===== src/rtl/uart_arb_pkg.sv =====
// Shared types and constants for the uart_tx arbiter.
// The HEADER state only becomes reachable when UART_ARB_HEADER_EN is defined.
package uart_arb_pkg;

    typedef enum logic [2:0] {
        ARB,
        HEADER,
        LOAD,
        WAIT_BUSY,
        WAIT_DONE
    } arb_state_t;

    localparam logic [7:0] HDR_TAG = 8'hA0;

    // Index width for n entries, never less than one bit.
    function automatic int idx_width(input int n);
        return (n <= 2) ? 1 : $clog2(n);
    endfunction

endpackage


===== src/rtl/rr_arbiter.sv =====
// Combinational round-robin selector: the first set request at or above ptr, with wrap.
// The pointer register is owned by the parent.
module rr_arbiter
    import uart_arb_pkg::*;
#(
    parameter  int N  = 4,
    localparam int GW = idx_width(N)
) (
    input  logic [N-1:0]  req,
    input  logic [GW-1:0] ptr,
    output logic [N-1:0]  grant_oh,
    output logic [GW-1:0] grant_idx,
    output logic          any_req
);

    logic [GW-1:0] cand [N];
    logic [N-1:0]  rot;

    // cand[gi] is the requester that sits gi places after the pointer.
    generate
        for (genvar gi = 0; gi < N; gi++) begin : g_cand
            logic [GW:0] sum;
            assign sum      = {1'b0, ptr} + (GW+1)'(gi);
            assign cand[gi] = (sum >= (GW+1)'(N)) ? GW'(sum - (GW+1)'(N)) : GW'(sum);
            assign rot[gi]  = req[cand[gi]];
        end
    endgenerate

    always_comb begin
        grant_idx = '0;
        for (int o = N - 1; o >= 0; o--) begin
            if (rot[o]) begin
                grant_idx = cand[o];
            end
        end
    end

    assign any_req = |req;

    generate
        for (genvar gi = 0; gi < N; gi++) begin : g_onehot
            assign grant_oh[gi] = any_req && (grant_idx == GW'(gi));
        end
    endgenerate

endmodule


===== src/rtl/uart_tx_arbiter.sv =====
// Packet-granular round-robin sharing of one uart_tx among N_REQ byte streams.
// Define UART_ARB_HEADER_EN to prefix every grant with the byte HDR_TAG | grant_id.
module uart_tx_arbiter
    import uart_arb_pkg::*;
#(
    parameter  int N_REQ       = 4,
    parameter  int GAP_TIMEOUT = 1024,
    localparam int GW          = idx_width(N_REQ)
) (
    input  logic               clk,
    input  logic               rst_n,
    input  logic [N_REQ-1:0]   i_req_valid,
    input  logic [8*N_REQ-1:0] i_req_data,
    input  logic [N_REQ-1:0]   i_req_last,
    output logic [N_REQ-1:0]   o_req_ready,
    output logic [7:0]         o_tx_data,
    output logic               o_tx_start,
    input  logic               i_tx_busy,
    output logic [GW-1:0]      o_grant_id,
    output logic               o_grant_active
);

    localparam int             GAP_W    = idx_width(GAP_TIMEOUT);
    localparam bit             GAP_EN   = (GAP_TIMEOUT > 0);
    localparam logic [GAP_W-1:0] GAP_LAST = GAP_W'((GAP_TIMEOUT > 0) ? GAP_TIMEOUT - 1 : 0);

    arb_state_t       state_reg;
    logic [GW-1:0]    ptr_reg;
    logic [GW-1:0]    grant_id_reg;
    logic [N_REQ-1:0] grant_oh_reg;
    logic             grant_active_reg;
    logic             tx_start_reg;
    logic [7:0]       tx_data_reg;
    logic             last_reg;
    logic [GAP_W-1:0] gap_reg;

    logic [N_REQ-1:0] arb_oh;
    logic [GW-1:0]    arb_idx;
    logic             arb_any;

    logic [7:0]       data_masked [N_REQ];
    logic [7:0]       owner_data;
    logic             owner_valid;
    logic             owner_last;
    logic [GW-1:0]    ptr_next;

    rr_arbiter #(
        .N (N_REQ)
    ) u_rr (
        .req       (i_req_valid),
        .ptr       (ptr_reg),
        .grant_oh  (arb_oh),
        .grant_idx (arb_idx),
        .any_req   (arb_any)
    );

    // Owner's byte lane, selected through the registered one-hot grant.
    generate
        for (genvar gi = 0; gi < N_REQ; gi++) begin : g_lane
            assign data_masked[gi] = grant_oh_reg[gi] ? i_req_data[8*gi +: 8] : 8'h00;
        end
    endgenerate

    always_comb begin
        owner_data = 8'h00;
        for (int k = 0; k < N_REQ; k++) begin
            owner_data = owner_data | data_masked[k];
        end
    end

    assign owner_valid = |(i_req_valid & grant_oh_reg);
    assign owner_last  = |(i_req_last & grant_oh_reg);
    assign ptr_next    = (grant_id_reg == GW'(N_REQ - 1)) ? '0 : grant_id_reg + 1'b1;

    assign o_req_ready    = (state_reg == LOAD) ? grant_oh_reg : '0;
    assign o_tx_data      = tx_data_reg;
    assign o_tx_start     = tx_start_reg;
    assign o_grant_id     = grant_id_reg;
    assign o_grant_active = grant_active_reg;

    always_ff @(posedge clk or negedge rst_n) begin
        if (!rst_n) begin
            state_reg        <= ARB;
            ptr_reg          <= '0;
            grant_id_reg     <= '0;
            grant_oh_reg     <= '0;
            grant_active_reg <= 1'b0;
            tx_start_reg     <= 1'b0;
            tx_data_reg      <= 8'h00;
            last_reg         <= 1'b0;
            gap_reg          <= '0;
        end else begin
            tx_start_reg <= 1'b0;
            case (state_reg)
                ARB: begin
                    if (arb_any) begin
                        grant_id_reg     <= arb_idx;
                        grant_oh_reg     <= arb_oh;
                        grant_active_reg <= 1'b1;
                        gap_reg          <= '0;
`ifdef UART_ARB_HEADER_EN
                        state_reg        <= HEADER;
`else
                        state_reg        <= LOAD;
`endif
                    end
                end
`ifdef UART_ARB_HEADER_EN
                HEADER: begin
                    // A header never ends the packet, so WAIT_DONE returns to LOAD.
                    tx_data_reg  <= HDR_TAG | 8'(grant_id_reg);
                    last_reg     <= 1'b0;
                    tx_start_reg <= 1'b1;
                    state_reg    <= WAIT_BUSY;
                end
`endif
                LOAD: begin
                    if (owner_valid) begin
                        tx_data_reg  <= owner_data;
                        last_reg     <= owner_last;
                        tx_start_reg <= 1'b1;
                        state_reg    <= WAIT_BUSY;
                    end else if (GAP_EN && gap_reg == GAP_LAST) begin
                        grant_active_reg <= 1'b0;
                        ptr_reg          <= ptr_next;
                        state_reg        <= ARB;
                    end else begin
                        gap_reg <= gap_reg + 1'b1;
                    end
                end
                WAIT_BUSY: begin
                    if (i_tx_busy) begin
                        state_reg <= WAIT_DONE;
                    end
                end
                WAIT_DONE: begin
                    if (!i_tx_busy) begin
                        if (last_reg) begin
                            grant_active_reg <= 1'b0;
                            ptr_reg          <= ptr_next;
                            state_reg        <= ARB;
                        end else begin
                            gap_reg   <= '0;
                            state_reg <= LOAD;
                        end
                    end
                end
                default: state_reg <= ARB;
            endcase
        end
    end

endmodule


===== config.mk =====
export PLATFORM = sky130hd
export DESIGN_NAME = uart_tx_arbiter
export DESIGN_NICKNAME = d
export VERILOG_FILES = /design/src/rtl/uart_arb_pkg.sv /design/src/rtl/rr_arbiter.sv /design/src/rtl/uart_tx_arbiter.sv
export SDC_FILE = /design/constraint.sdc
export NUM_CORES = 1
export LEC_CHECK = 0
export CORE_MARGIN = 3
export CORE_UTILIZATION = 25
export CTS_BUF_LIST = sky130_fd_sc_hd__clkbuf_2
export DETAILED_ROUTE_END_ITERATION = 6
export GPL_ROUTABILITY_DRIVEN = 1
export PLACE_DENSITY_LB_ADDON = 0.1
export SLEW_MARGIN = 20
export SYNTH_ARGS = -nofsm -noshare
export SYNTH_HDL_FRONTEND = slang
export SYNTH_SLANG_ARGS = --single-unit

===== constraint.sdc =====
create_clock -name clk -period 3.53 [get_ports clk]
set_input_delay 0.706 -clock clk [delete_from_list [all_inputs] [get_ports clk]]
set_output_delay 0.706 -clock clk [all_outputs]
set_load 0.02 [all_outputs]

==> load_flow_metrics.sql, run 1 <==
INSERT INTO impl_metrics (metric_group, metric, value, unit) VALUES
('status', 'status', 'finished clean', ''),
('detailed_routing', 'drt_wl_total', '5.21', 'mm'),
('floorplan', 'core_area', '6870', 'sq um'),
('place', 'number_of_placed_instances_taps_included', '330', ''),
('finish', 'post-route-util', '36.7', '%'),
('detailed_routing', 'drt-wirelength-per-cell', '15.4', 'microns'),
('grt', 'grt_overflow', '0', ''),
('sta', 'final-setup-viol-count', '0', ''),
('synthesis', 'post-synth-top-area-fraction', '44.6', '%'),
('place', 'place_worst_setup_slack', '0.784', 'ns'),
('clock_network', 'clk-insertion-delay-late', '0.37', 'ns'),
('power', 'gate_power_share', '51.4', '%'),
('synthesis', 'synth_top_area_cell', 'sky130_fd_sc_hd__dfrtp_1', ''),
('place', 'place.gp.congestion', '0.735', ''),
('power', 'power_switching', '0.758', 'mW'),
('detailed_routing', 'final_antenna_net_count', '0', ''),
('job', 'max-cap-violations', '0', ''),
('sta', 'report.final.slew_viol_count', '0', ''),
('synthesis', 'seq_area_frac_synth', '44.6', '%'),
('synthesis', 'synth.cell_area', '1800', 'sq um'),
('finish', 'final_cell_count_no_fill', '338', ''),
('sta', 'total_negative_setup_slack', '0', 'ns'),
('clock_network', 'cts_post_setup_buffers_inserted', '0', ''),
('setup_path', 'timing.critical_path.max_delay_family', 'simple AND/OR/NAND/NOR gates', ''),
('finish', 'final_design_area_no_fill', '2520', 'sq um'),
('finish', 'multi_input_comb_area', '941', 'sq um'),
('detailed_routing', 'drcViolationCount', '0', ''),
('power', 'power_report.internal_total', '0.960', 'mW'),
('finish', 'ff_latch_area', '801', 'sq um'),
('synthesis', 'syn_nets', '228', ''),
('power', 'power.switching_fraction', '44.1', '%'),
('setup_path', 'criticalPathCategory', 'reg2out', ''),
('synthesis', 'synth_commonest_cells', '32 x sky130_fd_sc_hd__dfrtp_1, 20 x sky130_fd_sc_hd__a22oi_1, 19 x sky130_fd_sc_hd__nand2_1, 13 x sky130_fd_sc_hd__nor2_1', ''),
('clock_network', 'clk_pin_slew_worst_paths', '0.17', 'ns'),
('synthesis', 'yosys-top-cells-area', 'sky130_fd_sc_hd__dfrtp_1 45%, sky130_fd_sc_hd__a22oi_1 8.4%, sky130_fd_sc_hd__nand2_1 4.0%, sky130_fd_sc_hd__mux2i_1 3.3%, sky130_fd_sc_hd__a31oi_1 3.1%', ''),
('power', 'ir_drop', '0.369', 'mV'),
('setup_path', 'crit_path_top_delay_cell', 'sky130_fd_sc_hd__clkdlybuf4s50_1', ''),
('setup_path', 'required', '2.82', 'ns'),
('detailed_routing', 'drt_pre_antenna_iters', '4', ''),
('synthesis', 'synth_edf_count', '0', ''),
('finish', 'antenna_diode_count', '0', ''),
('sta', 'layout_min_cycle_time', '2.87', 'ns'),
('synthesis', 'synth_top_flop_cell', 'sky130_fd_sc_hd__dfrtp_1', ''),
('power', 'cell_pwr_density', '682', 'nW/um^2'),
('finish', 'total_number_of_nets_in_the_final_design', '286', ''),
('sta', 'fin_crit_sh', '81.3', '%'),
('setup_path', 'timing.critical_path.fanout_max', '9', ''),
('sta', 'tightest_slew', '0.597', 'ns'),
('synthesis', 'yosysMostFrequentCell', 'sky130_fd_sc_hd__dfrtp_1', ''),
('sta', 'clock.fmax', '349', 'MHz'),
('synthesis', 'avgSynthCellArea', '9.81', 'sq um'),
('clock_network', 'tritoncts', 'built', ''),
('grt', 'maximum_number_of_pins_on_one_net_before_global_route_repair', '33', ''),
('setup_path', 'setup.worst_path.end_class', 'primary output', ''),
('synthesis', 'syn-instance-count', '183', ''),
('power', 'share_clk_of_total_power', '10.5', '%'),
('power', 'power.sequential.fraction', '38.1', '%'),
('place', 'dp_hpwl', '3.77', 'mm'),
('clock_network', 'clock_tree.root_cell', 'sky130_fd_sc_hd__clkbuf_2', ''),
('floorplan', 'die_width', '90.7', 'microns'),
('floorplan', 'floorplan.initialDensity', '26.1', '%'),
('setup_path', 'cp-start-kind', 'register', ''),
('finish', 'area.growth.synth_to_final', '40.3', '%'),
('finish', 'largest_register_ff_count', '10', ''),
('sta', 'report.final.hold_viol_count', '0', ''),
('floorplan', 'placement_rows', '30', ''),
('sta', 'final_worst_setup_slack', '0.661', 'ns'),
('synthesis', 'asyncSetResetFlopFracSynth', '100', '%'),
('clock_network', 'clkSinkCount', '32', ''),
('clock_network', 'post_cts_hold_buffer_count', '0', ''),
('setup_path', 'crit_cells', '3', '');
==> metrics by stage <==
step           power (mW)  hold slack [ns]
2_1_floorplan        1.19            0.410
3_3_place_gp         1.56            0.516
3_5_place_dp         1.56            0.498
4_1_cts              1.74            0.558
5_1_grt              1.86            0.585
6_report             1.72            0.543
==> path summary, 6_finish.rpt <==
path                                              end  slack (ns)                       start
min in group asynchronous    o_tx_data[2]$_DFFE_PN0P_        0.71                       rst_n
setup reg to reg               gap_reg[3]$_DFFE_PN0P_        1.26    state_reg[2]$_DFFE_PN0P_
hold / removal             o_grant_active$_DFFE_PN0P_        0.54  o_grant_active$_DFFE_PN0P_
hold reg to reg            o_grant_active$_DFFE_PN0P_        0.54  o_grant_active$_DFFE_PN0P_
max in group asynchronous        last_reg$_DFFE_PN0P_        2.50                       rst_n
setup / recovery                       o_req_ready[2]        0.66    state_reg[2]$_DFFE_PN0P_
==> worst register-to-register path, delay by kind of cell, from the launching register on <==
| kind | cells | cell delay (ns) |
|---|---|---|
| AOI/OAI and AO/OA | 2 | 0.66 |
| and+or+nand+nor | 2 | 1.00 |
| DFF | 1 | 0.51 |
==> cells by family after synthesis <==
family	after synthesis	synth area share [%]
simple gates	65	20.1
compound gates	62	25.7
flops	32	44.6
buf+inv	13	3.00
mux	9	5.23
fa+ha+maj	2	1.39
==> placed cells by master (no fill, tap or decap), types with 2 or more instances in the layout <==
cell type	n
sky130_fd_sc_hd__ha_1	2
sky130_fd_sc_hd__a31oi_1	9
sky130_fd_sc_hd__inv_1	2
sky130_fd_sc_hd__o31ai_1	5
sky130_fd_sc_hd__nor3b_1	2
sky130_fd_sc_hd__nand2b_1	8
sky130_fd_sc_hd__mux2i_1	6
sky130_fd_sc_hd__clkbuf_2	7
sky130_fd_sc_hd__mux2_1	2
sky130_fd_sc_hd__nor2_1	13
sky130_fd_sc_hd__a22oi_1	20
sky130_fd_sc_hd__nor4_1	2
sky130_fd_sc_hd__o21ai_0	4
sky130_fd_sc_hd__nand3_1	3
sky130_fd_sc_hd__nor3_1	2
sky130_fd_sc_hd__a211oi_1	3
sky130_fd_sc_hd__nand2_1	19
sky130_fd_sc_hd__a21oi_1	5
sky130_fd_sc_hd__buf_4	4
sky130_fd_sc_hd__dfrtp_1	32
sky130_fd_sc_hd__o211ai_1	2
sky130_fd_sc_hd__nand4_1	2
sky130_fd_sc_hd__clkdlybuf4s50_1	58
sky130_fd_sc_hd__and2_1	5
==> power by group through the flow <==
| stage | Combinational (mW) | Sequential (mW) | Clock [mW] |
|---|---|---|---|
| 5_1_grt | 0.980 | 0.680 | 0.203 |
| 3_3_place_gp | 0.893 | 0.665 | 0 |
| 3_5_place_dp | 0.895 | 0.663 | 0 |
| 4_1_cts | 0.895 | 0.656 | 0.192 |
| 6_report | 0.883 | 0.656 | 0.180 |
| 2_1_floorplan | 0.541 | 0.649 | 0 |
==> cell type report <==
| type | instances | area share, % |
|---|---|---|
| clock buffers | 7 | 1.39 |
| inverters | 2 | 0.298 |
| multi-input cells | 138 | 37.4 |
| well taps | 96 | 4.77 |
| flip-flops and latches | 32 | 31.8 |
| clock inverters | 1 | 0.149 |
| repair buffers | 62 | 24.2 |
==> per-layer routing <==
layer / vias to the layer above / track usage [%] / routed length [microns]
met5: - / 0 / 0
met4: 0 / 3.83 / 49
met3: 5 / 2.92 / 193
met2: 33 / 19.3 / 2330
met1: 783 / 18.8 / 2640
li1: 817 / - / -
(Power assumes the default switching activity.)
==> run 2, diff against run 1 <==
- clock period: 3.53 -> 2.8 ns (I/O delays scaled with it)
==> load_flow_metrics.sql, run 2 (synthesis results as in run 1) <==
INSERT INTO impl_metrics (metric_group, metric, value, unit) VALUES
('status', 'status', 'finished clean', ''),
('finish', 'layout_common_cells', '58 x sky130_fd_sc_hd__clkdlybuf4s50_1, 32 x sky130_fd_sc_hd__dfrtp_1, 20 x sky130_fd_sc_hd__a22oi_1', ''),
('detailed_routing', 'dr.first_iter.drc_count', '116', ''),
('sta', 'fin_skew', '0.0131', 'ns'),
('finish', 'total_number_of_nets_in_the_final_design', '287', ''),
('setup_path', 'startpoint', 'state_reg[2]$_DFFE_PN0P_', ''),
('sta', 'layout_min_cycle_time', '2.55', 'ns'),
('clock_network', 'cts_htree_levels', '2', ''),
('setup_path', 'crit_path_top_delay_cell', 'sky130_fd_sc_hd__clkdlybuf4s50_1', ''),
('finish', 'drive_above_1_share', '7.85', '%'),
('setup_path', 'timing.critical_path.fanout_max', '9', ''),
('finish', 'post-route-util', '36.8', '%'),
('finish', 'final_common_cell', 'sky130_fd_sc_hd__clkdlybuf4s50_1', ''),
('power', 'static-leakage-power', '0.965', 'nW'),
('floorplan', 'die_width', '90.7', 'microns'),
('clock_network', 'cts_post_setup_buffers_inserted', '0', ''),
('setup_path', 'cp_slowest_stage_delay', '0.62', 'ns'),
('power', 'power_switching', '0.953', 'mW'),
('grt', 'vias_in_the_first_global_route', '1687', ''),
('sta', 'fin_crit_sh', '91.1', '%'),
('setup_path', 'reg2reg_slack', '0.74', 'ns'),
('floorplan', 'dieArea', '8230', 'sq um'),
('place', 'dp_hpwl', '3.68', 'mm'),
('floorplan', 'core_area', '6870', 'sq um'),
('finish', 'antenna_diode_count', '0', ''),
('floorplan', 'floorplan.initialDensity', '26.1', '%'),
('place', 'place.gp.congestion', '0.788', ''),
('detailed_routing', 'drt-wirelength-per-cell', '15.5', 'microns'),
('job', 'max-cap-violations', '0', ''),
('floorplan', 'die_height', '90.7', 'microns'),
('setup_path', 'setup.worst_path.end_class', 'primary output', ''),
('grt', 'antenna_found_initial', '0', ''),
('setup_path', 'required', '2.24', 'ns'),
('clock_network', 'clk_pin_slew_worst_paths', '0.16', 'ns'),
('sta', 'clock.fmax', '392', 'MHz'),
('power', 'cell_pwr_density', '853', 'nW/um^2'),
('detailed_routing', 'drcViolationCount', '0', ''),
('setup_path', 'worst_ep_arrival_time', '1.99', 'ns'),
('sta', 'tightest_slew', '0.498', 'ns'),
('detailed_routing', 'final_antenna_net_count', '0', ''),
('setup_path', 'criticalPathCategory', 'reg2out', ''),
('setup_path', 'timing.critical_path.max_delay_family', 'buffers and inverters', ''),
('power', 'power.switching_fraction', '44.2', '%'),
('sta', 'setup_repair_after_global_routing_missed_its_margin', 'no', ''),
('setup_path', 'cp-start-kind', 'register', ''),
('sta', 'total_negative_setup_slack', '0', 'ns'),
('clock_network', 'cts_made_buffers', '5', ''),
('detailed_routing', 'drt_wl_total', '5.23', 'mm'),
('min_path', 'hold_start', 'o_grant_active$_DFFE_PN0P_', ''),
('setup_path', 'reg2reg_from', 'state_reg[2]$_DFFE_PN0P_', ''),
('clock_network', 'tritoncts', 'built', ''),
('detailed_routing', 'dr_total_vias', '1655', ''),
('grt', 'wire_length_of_the_first_global_routing_pass', '8.78', 'mm'),
('place', 'io_buffer_count', '58', ''),
('sta', 'report.final.slew_viol_count', '0', ''),
('min_path', 'hp-class', 'reg2reg', ''),
('power', 'total_power', '2.15', 'mW'),
('power', 'gate_power_share', '52.0', '%'),
('floorplan', 'floorplan.io_pins', '59', ''),
('sta', 'report.final.hold_viol_count', '0', ''),
('clock_network', 'cts.path.max_buffers', '2', ''),
('setup_path', 'path_buf_inv', '1', ''),
('grt', 'maximum_number_of_pins_on_one_net_before_global_route_repair', '33', ''),
('grt', 'grt_overflow', '0', ''),
('setup_path', 'critical_path.cell_chain', 'nor3b_2 -> and2_1 -> clkdlybuf4s50_1', ''),
('floorplan', 'placement_rows', '30', ''),
('power', 'share_clk_of_total_power', '9.7', '%'),
('sta', 'final-setup-viol-count', '0', ''),
('clock_network', 'clk-insertion-delay-late', '0.37', 'ns'),
('detailed_routing', 'vias_per_cell', '4.90', ''),
('clock_network', 'clkSinkCount', '32', ''),
('power', 'ir_drop', '0.308', 'mV'),
('finish', 'largest_register_ff_count', '10', ''),
('sta', 'timing.max_slew.rel_slack', '66.5', '%'),
('power', 'power.sequential.fraction', '38.3', '%'),
('grt', 'grt_usage', '13.2', '%'),
('clock_network', 'clock_tree.root_cell', 'sky130_fd_sc_hd__clkbuf_2', ''),
('power', 'power_report.internal_total', '1.20', 'mW'),
('finish', 'area.growth.synth_to_final', '40.6', '%'),
('detailed_routing', 'drt_pre_antenna_iters', '4', '');
==> run 2: cell types whose count changed in the layout (fill, tap and decap cells not counted) <==
| cell | before | now |
|---|---|---|
| sky130_fd_sc_hd__nor3b_1 | 2 | 1 |
| sky130_fd_sc_hd__buf_4 | 4 | 5 |
| sky130_fd_sc_hd__clkbuf_2 | 7 | 5 |
| sky130_fd_sc_hd__clkinv_1 | 1 | 2 |
| sky130_fd_sc_hd__nor3b_2 | 0 | 1 |
==> run 2: tightest hold or removal path: stages, from the launching register on <==
cell and delay [ns]:
sky130_fd_sc_hd__dfrtp_1 0.40, sky130_fd_sc_hd__a21oi_1 0.05, sky130_fd_sc_hd__nor2_1 0.07
==> run 2: cell type report <==
class,instances,area [sq um]
multi-input cells,138,946
repair buffers,63,618
inverters,2,7.51
well taps,96,120
flip-flops and latches,32,801
fillers,711,4340
clock buffers,5,25.0
clock inverters,2,7.51
==> run 2: repair_timing <==
action / CTS / global route
hold buffers: 0 / 0
resized for setup: 0 / 1
setup endpoints to repair: 0 / 4
==> run 2: through the flow <==
step | setup WS [ns] | area (sq um) | hold WS [ns] | std cells
global placement | 0.331 | 2490 | 0.525 | 331
detailed placement | 0.308 | 2490 | 0.511 | 331
finish | 0.250 | 2520 | 0.547 | 338
floorplan | 0.763 | 1800 | 0.264 | 183
global route | 0.0899 | 2520 | 0.574 | 338
CTS | 0.0278 | 2520 | 0.553 | 338
==> run 2: worst paths after layout <==
path,endpoint,cells after the start
setup reg to reg,gap_reg[6]$_DFFE_PN0P_,5
hold / removal,o_grant_active$_DFFE_PN0P_,2
min in group asynchronous,o_tx_data[5]$_DFFE_PN0P_,2
hold reg to reg,o_grant_active$_DFFE_PN0P_,2
setup / recovery,o_req_ready[2],3
max in group asynchronous,grant_oh_reg[3]$_DFFE_PN0P_,2
==> run 2: power by group through the flow <==
stage | Combinational (mW) | Clock, mW | Sequential (mW)
finish | 1.12 | 0.209 | 0.825
global route | 1.25 | 0.239 | 0.857
CTS | 1.14 | 0.223 | 0.828
detailed placement | 1.13 | 0 | 0.838
global placement | 1.13 | 0 | 0.840
floorplan | 0.682 | 0 | 0.818
==> run 2: routing by layer <==
layer	GRT usage (%)	part of all wire, %	up-vias
met5	0	0	-
met4	3.83	0.84	0
met3	2.92	3.7	5
met2	20.8	49	27
met1	18.0	47	806
li1	-	-	817
